<file path="config.mk">
export PLATFORM = sky130hd
export DESIGN_NAME = sprite_rom_arbiter
export DESIGN_NICKNAME = d
export VERILOG_FILES = /design/src/rtl/sprite_rom_arbiter_pkg.sv /design/src/rtl/sprite_rom_arbiter_rr_pick.sv /design/src/rtl/sprite_rom_arbiter.sv
export SDC_FILE = /design/constraint.sdc
export NUM_CORES = 1
export LEC_CHECK = 0
export CAP_MARGIN = 10
export CORE_ASPECT_RATIO = 2
export CORE_MARGIN = 2
export CORE_UTILIZATION = 25
export CTS_BUF_LIST = sky130_fd_sc_hd__clkbuf_2 sky130_fd_sc_hd__clkbuf_4 sky130_fd_sc_hd__clkbuf_8
export DETAILED_ROUTE_END_ITERATION = 10
export GPL_ROUTABILITY_DRIVEN = 1
export PLACE_DENSITY = 0.6
export SLEW_MARGIN = 30
export SYNTH_ARGS = -nofsm -noshare
export SYNTH_HDL_FRONTEND = slang
export SYNTH_SLANG_ARGS = --single-unit
</file>
<file path="constraint.sdc">
create_clock -name clk -period 2.3 [get_ports clk]
set_clock_uncertainty 0.15 [all_clocks]
set_input_delay 0.23 -clock clk [delete_from_list [all_inputs] [get_ports clk]]
set_output_delay 0.23 -clock clk [all_outputs]
set_load 0.02 [all_outputs]
</file>
<file path="src/rtl/sprite_rom_arbiter_pkg.sv">
// Shared constants and types for the sprite ROM arbiter: parameter defaults,
// status counter width, RGB444 pixel type and the transparent colour.
package sprite_rom_arbiter_pkg;

    localparam int SRA_NUM_REQ     = 4;
    localparam int SRA_ADDR_W      = 19;
    localparam int SRA_DATA_W      = 12;
    localparam int SRA_ROM_LATENCY = 2;
    localparam int SRA_CNT_W       = 16;

    typedef logic [11:0] rgb444_t;

    localparam rgb444_t TRANSPARENT = 12'h000;

    // Pointer width stays at least one bit so a single-requester build still elaborates.
    function automatic int sra_ptr_w(input int n);
        return (n > 1) ? $clog2(n) : 1;
    endfunction

endpackage

</file>
<file path="src/rtl/sprite_rom_arbiter_rr_pick.sv">
// rr_pick: combinational circular priority pick starting at i_ptr.
// Only defined when SPRITE_ARB_ROUND_ROBIN_EN is set, the only build that instantiates it.
`ifdef SPRITE_ARB_ROUND_ROBIN_EN
module rr_pick
    import sprite_rom_arbiter_pkg::*;
#(
    parameter int NUM_REQ = SRA_NUM_REQ,
    parameter int PTR_W   = sra_ptr_w(SRA_NUM_REQ)
) (
    input  logic [NUM_REQ-1:0] i_req,
    input  logic [PTR_W-1:0]   i_ptr,
    output logic [NUM_REQ-1:0] o_gnt
);

    int   w_idx;
    logic w_found;

    always_comb begin
        o_gnt   = '0;
        w_found = 1'b0;
        w_idx   = 0;
        for (int k = 0; k < NUM_REQ; k++) begin
            w_idx = (int'(i_ptr) + k) % NUM_REQ;
            if (!w_found && i_req[w_idx]) begin
                o_gnt[w_idx] = 1'b1;
                w_found      = 1'b1;
            end
        end
    end

endmodule
`endif

</file>
<file path="src/rtl/sprite_rom_arbiter.sv">
// Sprite ROM arbiter: one grant per cycle onto a shared ROM, fixed-latency tagged responses.
// Define SPRITE_ARB_ROUND_ROBIN_EN for round-robin arbitration; default is fixed priority.
module sprite_rom_arbiter
    import sprite_rom_arbiter_pkg::*;
#(
    parameter int NUM_REQ     = SRA_NUM_REQ,
    parameter int ADDR_W      = SRA_ADDR_W,
    parameter int DATA_W      = SRA_DATA_W,
    parameter int ROM_LATENCY = SRA_ROM_LATENCY
) (
    input  logic                           clk,
    input  logic                           reset,
    input  logic [NUM_REQ-1:0]             req,
    input  logic [NUM_REQ-1:0][ADDR_W-1:0] req_addr,
    output logic [NUM_REQ-1:0]             gnt,
    output logic                           rom_rd,
    output logic [ADDR_W-1:0]              rom_addr,
    input  logic [DATA_W-1:0]              rom_data,
    output logic [NUM_REQ-1:0]             rsp_valid,
    output logic [DATA_W-1:0]              rsp_data,
    output logic                           conflict,
    output logic [SRA_CNT_W-1:0]           conflict_cnt
);

    localparam int PTR_W = sra_ptr_w(NUM_REQ);

    logic [NUM_REQ-1:0]                w_gnt;
    logic [ADDR_W-1:0]                 w_sel_addr;
    logic                              w_conflict;
    logic                              r_rom_rd;
    logic [ADDR_W-1:0]                 r_rom_addr;
    logic [ROM_LATENCY:0][NUM_REQ-1:0] r_tag;
    logic [DATA_W-1:0]                 r_rsp_data;
    logic [SRA_CNT_W-1:0]              r_conflict_cnt;

`ifdef SPRITE_ARB_ROUND_ROBIN_EN
    logic [PTR_W-1:0] r_ptr;
    logic [PTR_W-1:0] w_gnt_idx;

    rr_pick #(
        .NUM_REQ (NUM_REQ),
        .PTR_W   (PTR_W)
    ) u_rr_pick (
        .i_req (req),
        .i_ptr (r_ptr),
        .o_gnt (w_gnt)
    );

    always_comb begin
        w_gnt_idx = '0;
        for (int i = 0; i < NUM_REQ; i++) begin
            if (w_gnt[i]) w_gnt_idx = PTR_W'(i);
        end
    end

    // Pointer moves past the winner only when something was granted.
    always_ff @(posedge clk) begin
        if (reset) begin
            r_ptr <= '0;
        end else if (|w_gnt) begin
            r_ptr <= (w_gnt_idx == PTR_W'(NUM_REQ - 1)) ? '0 : w_gnt_idx + PTR_W'(1);
        end
    end
`else
    // Isolate the lowest set bit: lowest requesting index wins.
    assign w_gnt = req & (~req + NUM_REQ'(1));
`endif

    always_comb begin
        w_sel_addr = '0;
        for (int i = 0; i < NUM_REQ; i++) begin
            if (w_gnt[i]) w_sel_addr = req_addr[i];
        end
    end

    assign w_conflict = ($countones(req) > 1);

    // Grants made while reset is high never enter the ROM or tag pipeline.
    always_ff @(posedge clk) begin
        if (reset) begin
            r_rom_rd       <= 1'b0;
            r_rom_addr     <= '0;
            r_tag          <= '0;
            r_rsp_data     <= DATA_W'(TRANSPARENT);
            r_conflict_cnt <= '0;
        end else begin
            r_rom_rd   <= |w_gnt;
            if (|w_gnt) r_rom_addr <= w_sel_addr;
            r_tag[0]   <= w_gnt;
            for (int k = 1; k <= ROM_LATENCY; k++) begin
                r_tag[k] <= r_tag[k-1];
            end
            r_rsp_data <= rom_data;
            if (w_conflict && (r_conflict_cnt != {SRA_CNT_W{1'b1}})) begin
                r_conflict_cnt <= r_conflict_cnt + SRA_CNT_W'(1);
            end
        end
    end

    assign gnt          = w_gnt;
    assign conflict     = w_conflict;
    assign rom_rd       = r_rom_rd;
    assign rom_addr     = r_rom_addr;
    assign rsp_valid    = r_tag[ROM_LATENCY];
    assign rsp_data     = r_rsp_data;
    assign conflict_cnt = r_conflict_cnt;

endmodule

</file>
==> flow_metrics.tcl <==
set metrics [dict create \
    clock_tree.htree_level_count 3 \
    cp_max_fo 6 \
    numCtsBuffers 9 \
    firstDrtPassIters 4 \
    grt_pass1_vias 3047 \
    drt.antenna.violating_nets 0 \
    timing_endpoint_of_the_critical_path "conflict_cnt[6]" \
    cts_sinks 60 \
    cellLeakagePower_nw 1.86 \
    status "finished clean" \
    timing.hold.worst.start "req[0]" \
    detail_route.vias_per_cell 4.81 \
    count_of_flip_flops_with_a_built_in_enable_after_synthesis 0 \
    synth_nets 412 \
    mostFrequentLayoutCells "sky130_fd_sc_hd__clkdlybuf4s50_1 (144), sky130_fd_sc_hd__dfxtp_1 (60), sky130_fd_sc_hd__nor2_1 (47), sky130_fd_sc_hd__nor2b_1 (29), sky130_fd_sc_hd__buf_4 (27)" \
    cp-start-kind "input port" \
    dp.final_hpwl_um 7490 \
    postCtsHoldBufs 0 \
    nets 574 \
    power_density_mw_per_mm2 548 \
    post_route_cells_drive_above_1_share 0.123 \
    share_seq_of_total_power 0.423 \
    synth.distinct_cells 44 \
    core-area_mm2 0.0109 \
    maxCapViolCount 0 \
    antenna_found_initial 0 \
    finalCriticalPeriod_ps 2220 \
    via_count_of_the_routed_design 2983 \
    maximum_number_of_pins_on_one_net_before_global_route_repair 30 \
    antennaDiodeCount 0 \
    die_w_um 79.1 \
    cts.root.buffer_cell "sky130_fd_sc_hd__clkbuf_8" \
    post_route_core_utilization 0.439 \
    sequential_cell_area_mm2 0.00120 \
    finalCritPeriodShare 0.965 \
    multi_input_comb_area_mm2 0.00149 \
    r2r.worst_path.cells 6 \
    std_cell_rows 54 \
    worstSetupEndpointType "flip-flop" \
    dr.first_iter.drc_count 94 \
    hold_fails_final_rpt 0 \
    max_freq_mhz 450 \
    finalMaxSlewViolations 0 \
    ys_async_sr_fraction 0 \
    grt_first_pass_wirelength_um 15400 \
    tritoncts "built" \
    final_area_mm2 0.00480 \
    grt_overflow 0 \
    yosys_most_used_dff "sky130_fd_sc_hd__dfxtp_1" \
    post_synth.cell_area_avg_um2 8.97 \
    worstSetupStartpoint "req[1]" \
    syn2layout_area_growth_pct 70.6 \
    synth_seq_area_share 0.426 \
    worst_r2r_startpoint "conflict_cnt[0]" \
    netlist_instances 314 \
    grt_setup_unrepaired "false" \
    worstMarginPinSlew_ps 552 \
    power.net_switching_mw 0.706 \
    final.fill_count 1101 \
    post-route-drc-count 0 \
    setup_viol 0 \
    timing.critical_path.arrival_ps 2290 \
    design.die.area_mm2 0.0122 \
    comb_power_share 0.225 \
    place_inst 605 \
    top_level_ports 151 \
    post_cts_setup_bufs 0 \
    max-slew-margin-rel 0.630 \
    clock_slew_at_the_register_clock_pins_of_the_worst_setup_and_hold_paths_ps 70 \
    chipHeight_um 154 \
    clkPwrFrac 0.352 \
    power.internal_mw 1.93 \
    timing.setup.critical_path_class "input port to flip-flop" \
    track_usage 0.164 \
    port-buffer-count 150 \
    critical_path_required_ps 2370 \
    netlist_area_mm2 0.00282 \
    detail_route.wl_per_cell_um 15.9 \
    instances_no_fill 620 \
    post_dp_cell_area_mm2 0.00459 \
    ys_seq_elements 60 \
    gpl.final_weighted_congestion 0.763 \
    power.switching_fraction 0.268 \
    clock_insertion_delay_worst_skew_ps 340 \
    total_routed_wirelength_um 9830 \
    layout_commonest_cell "sky130_fd_sc_hd__clkdlybuf4s50_1" \
    worst_supply_voltage_drop_on_vdd_v 0.000546 \
    clockBufferDepth 2 \
    total_negative_setup_slacks_ps 0 \
    rrSetupSlack_ps 180 \
    yosysWarningCount 0 \
    regToRegEndpoint "conflict_cnt[4]" \
    initial_core_util 0.257 \
    min_path_type "input port to flip-flop" \
]
[registers in the layout (all words and copies together), names as in the netlist]
signal and flops:
rsp_data 12, conflict_cnt 16, rom_addr 19, rom_rd 1, r_tag 8, rsp_valid 4
[kinds of logic after synthesis]
family                     count (synthesis)  share of synthesized area
adders and majority gates                  4                     0.0204
buffers and inverters                     35                     0.0577
AOI/OAI and AO/OA                         61                      0.186
and+or+nand+nor                          148                      0.286
muxes                                      6                     0.0235
DFF                                       60                      0.426
[worst min path at each step]
stage	end	slack, ps	cells after the start
after floorplan	rsp_data[0]	210	1
after global placement	r_tag[7]	270	1
after detailed placement	rsp_valid[1]	280	1
after CTS	r_tag[0]	190	2
after global routing	r_tag[0]	170	4
final	r_tag[0]	160	4
[timing repair]
action / 4_1_cts / 5_1_grt
pin swaps: 0 / 1
gates resized for setup: 7 / 8
endpoints found under the setup margin: 5 / 11
[critical path, cell delays in order]
cell,delay (ps)
sky130_fd_sc_hd__clkdlybuf4s50_1,470
sky130_fd_sc_hd__inv_1,70
sky130_fd_sc_hd__fa_1,440
sky130_fd_sc_hd__and2b_2,270
sky130_fd_sc_hd__nor2_2,50
sky130_fd_sc_hd__buf_4,160
sky130_fd_sc_hd__nor4b_4,270
sky130_fd_sc_hd__mux2_1,340
[cell type report]
class,count,share of cell area
Timing Repair Buffer,178,0.357
Multi-Input combinational cell,219,0.310
Sequential cell,60,0.250
Tap cell,140,0.0365
Clock buffer,9,0.0258
Clock inverter,6,0.0138
Inverter,8,0.00625
[synth_stat cells, types with 2 or more instances]
library cell	n	area [µm²]
sky130_fd_sc_hd__nor3_1	19	95.1
sky130_fd_sc_hd__nor2b_1	29	181
sky130_fd_sc_hd__buf_2	7	35.0
sky130_fd_sc_hd__a21oi_1	9	45.0
sky130_fd_sc_hd__nand2_1	22	82.6
sky130_fd_sc_hd__o311a_1	18	180
sky130_fd_sc_hd__and4_1	2	17.5
sky130_fd_sc_hd__or4_1	6	45.0
sky130_fd_sc_hd__buf_4	6	45.0
sky130_fd_sc_hd__nor2_1	48	180
sky130_fd_sc_hd__nor4b_1	2	17.5
sky130_fd_sc_hd__or3_1	2	12.5
sky130_fd_sc_hd__nand3_1	3	15.0
sky130_fd_sc_hd__nand2b_1	2	12.5
sky130_fd_sc_hd__dfxtp_1	60	1200
sky130_fd_sc_hd__ha_1	3	37.5
sky130_fd_sc_hd__a221oi_1	18	158
sky130_fd_sc_hd__mux2_1	5	56.3
sky130_fd_sc_hd__o31ai_1	7	52.6
sky130_fd_sc_hd__clkbuf_1	14	52.6
sky130_fd_sc_hd__inv_1	7	26.3
sky130_fd_sc_hd__a41oi_1	2	17.5
sky130_fd_sc_hd__a211oi_1	2	15.0
[power groups by stage]
stage | registers [mW] | logic [mW] | clock network (mW)
floorplan | 1.20 | 0.182 | 0
global placement | 1.14 | 0.592 | 0
detailed placement | 1.14 | 0.597 | 0
CTS | 1.12 | 0.598 | 0.983
global route | 1.12 | 0.635 | 1.03
finish | 1.11 | 0.592 | 0.927
[through the flow]
stage | total power, mW | setup slack, ps | hold slack, ps
after floorplan | 1.38 | 223 | 208
after global placement | 1.73 | -372 | 271
after detailed placement | 1.74 | -399 | 276
after CTS | 2.70 | 2.76 | 185
after global routing | 2.79 | 6.24 | 166
final | 2.63 | 80.2 | 161
[layer usage]
layer,GRT usage,up-vias,share of wire
met5,0,-,0
li1,-,1459,-
met4,0.0632,0,0.017
met1,0.172,1404,0.38
met2,0.301,108,0.55
met3,0.0446,12,0.058
Note: power is estimated with default switching activity, not from simulation.
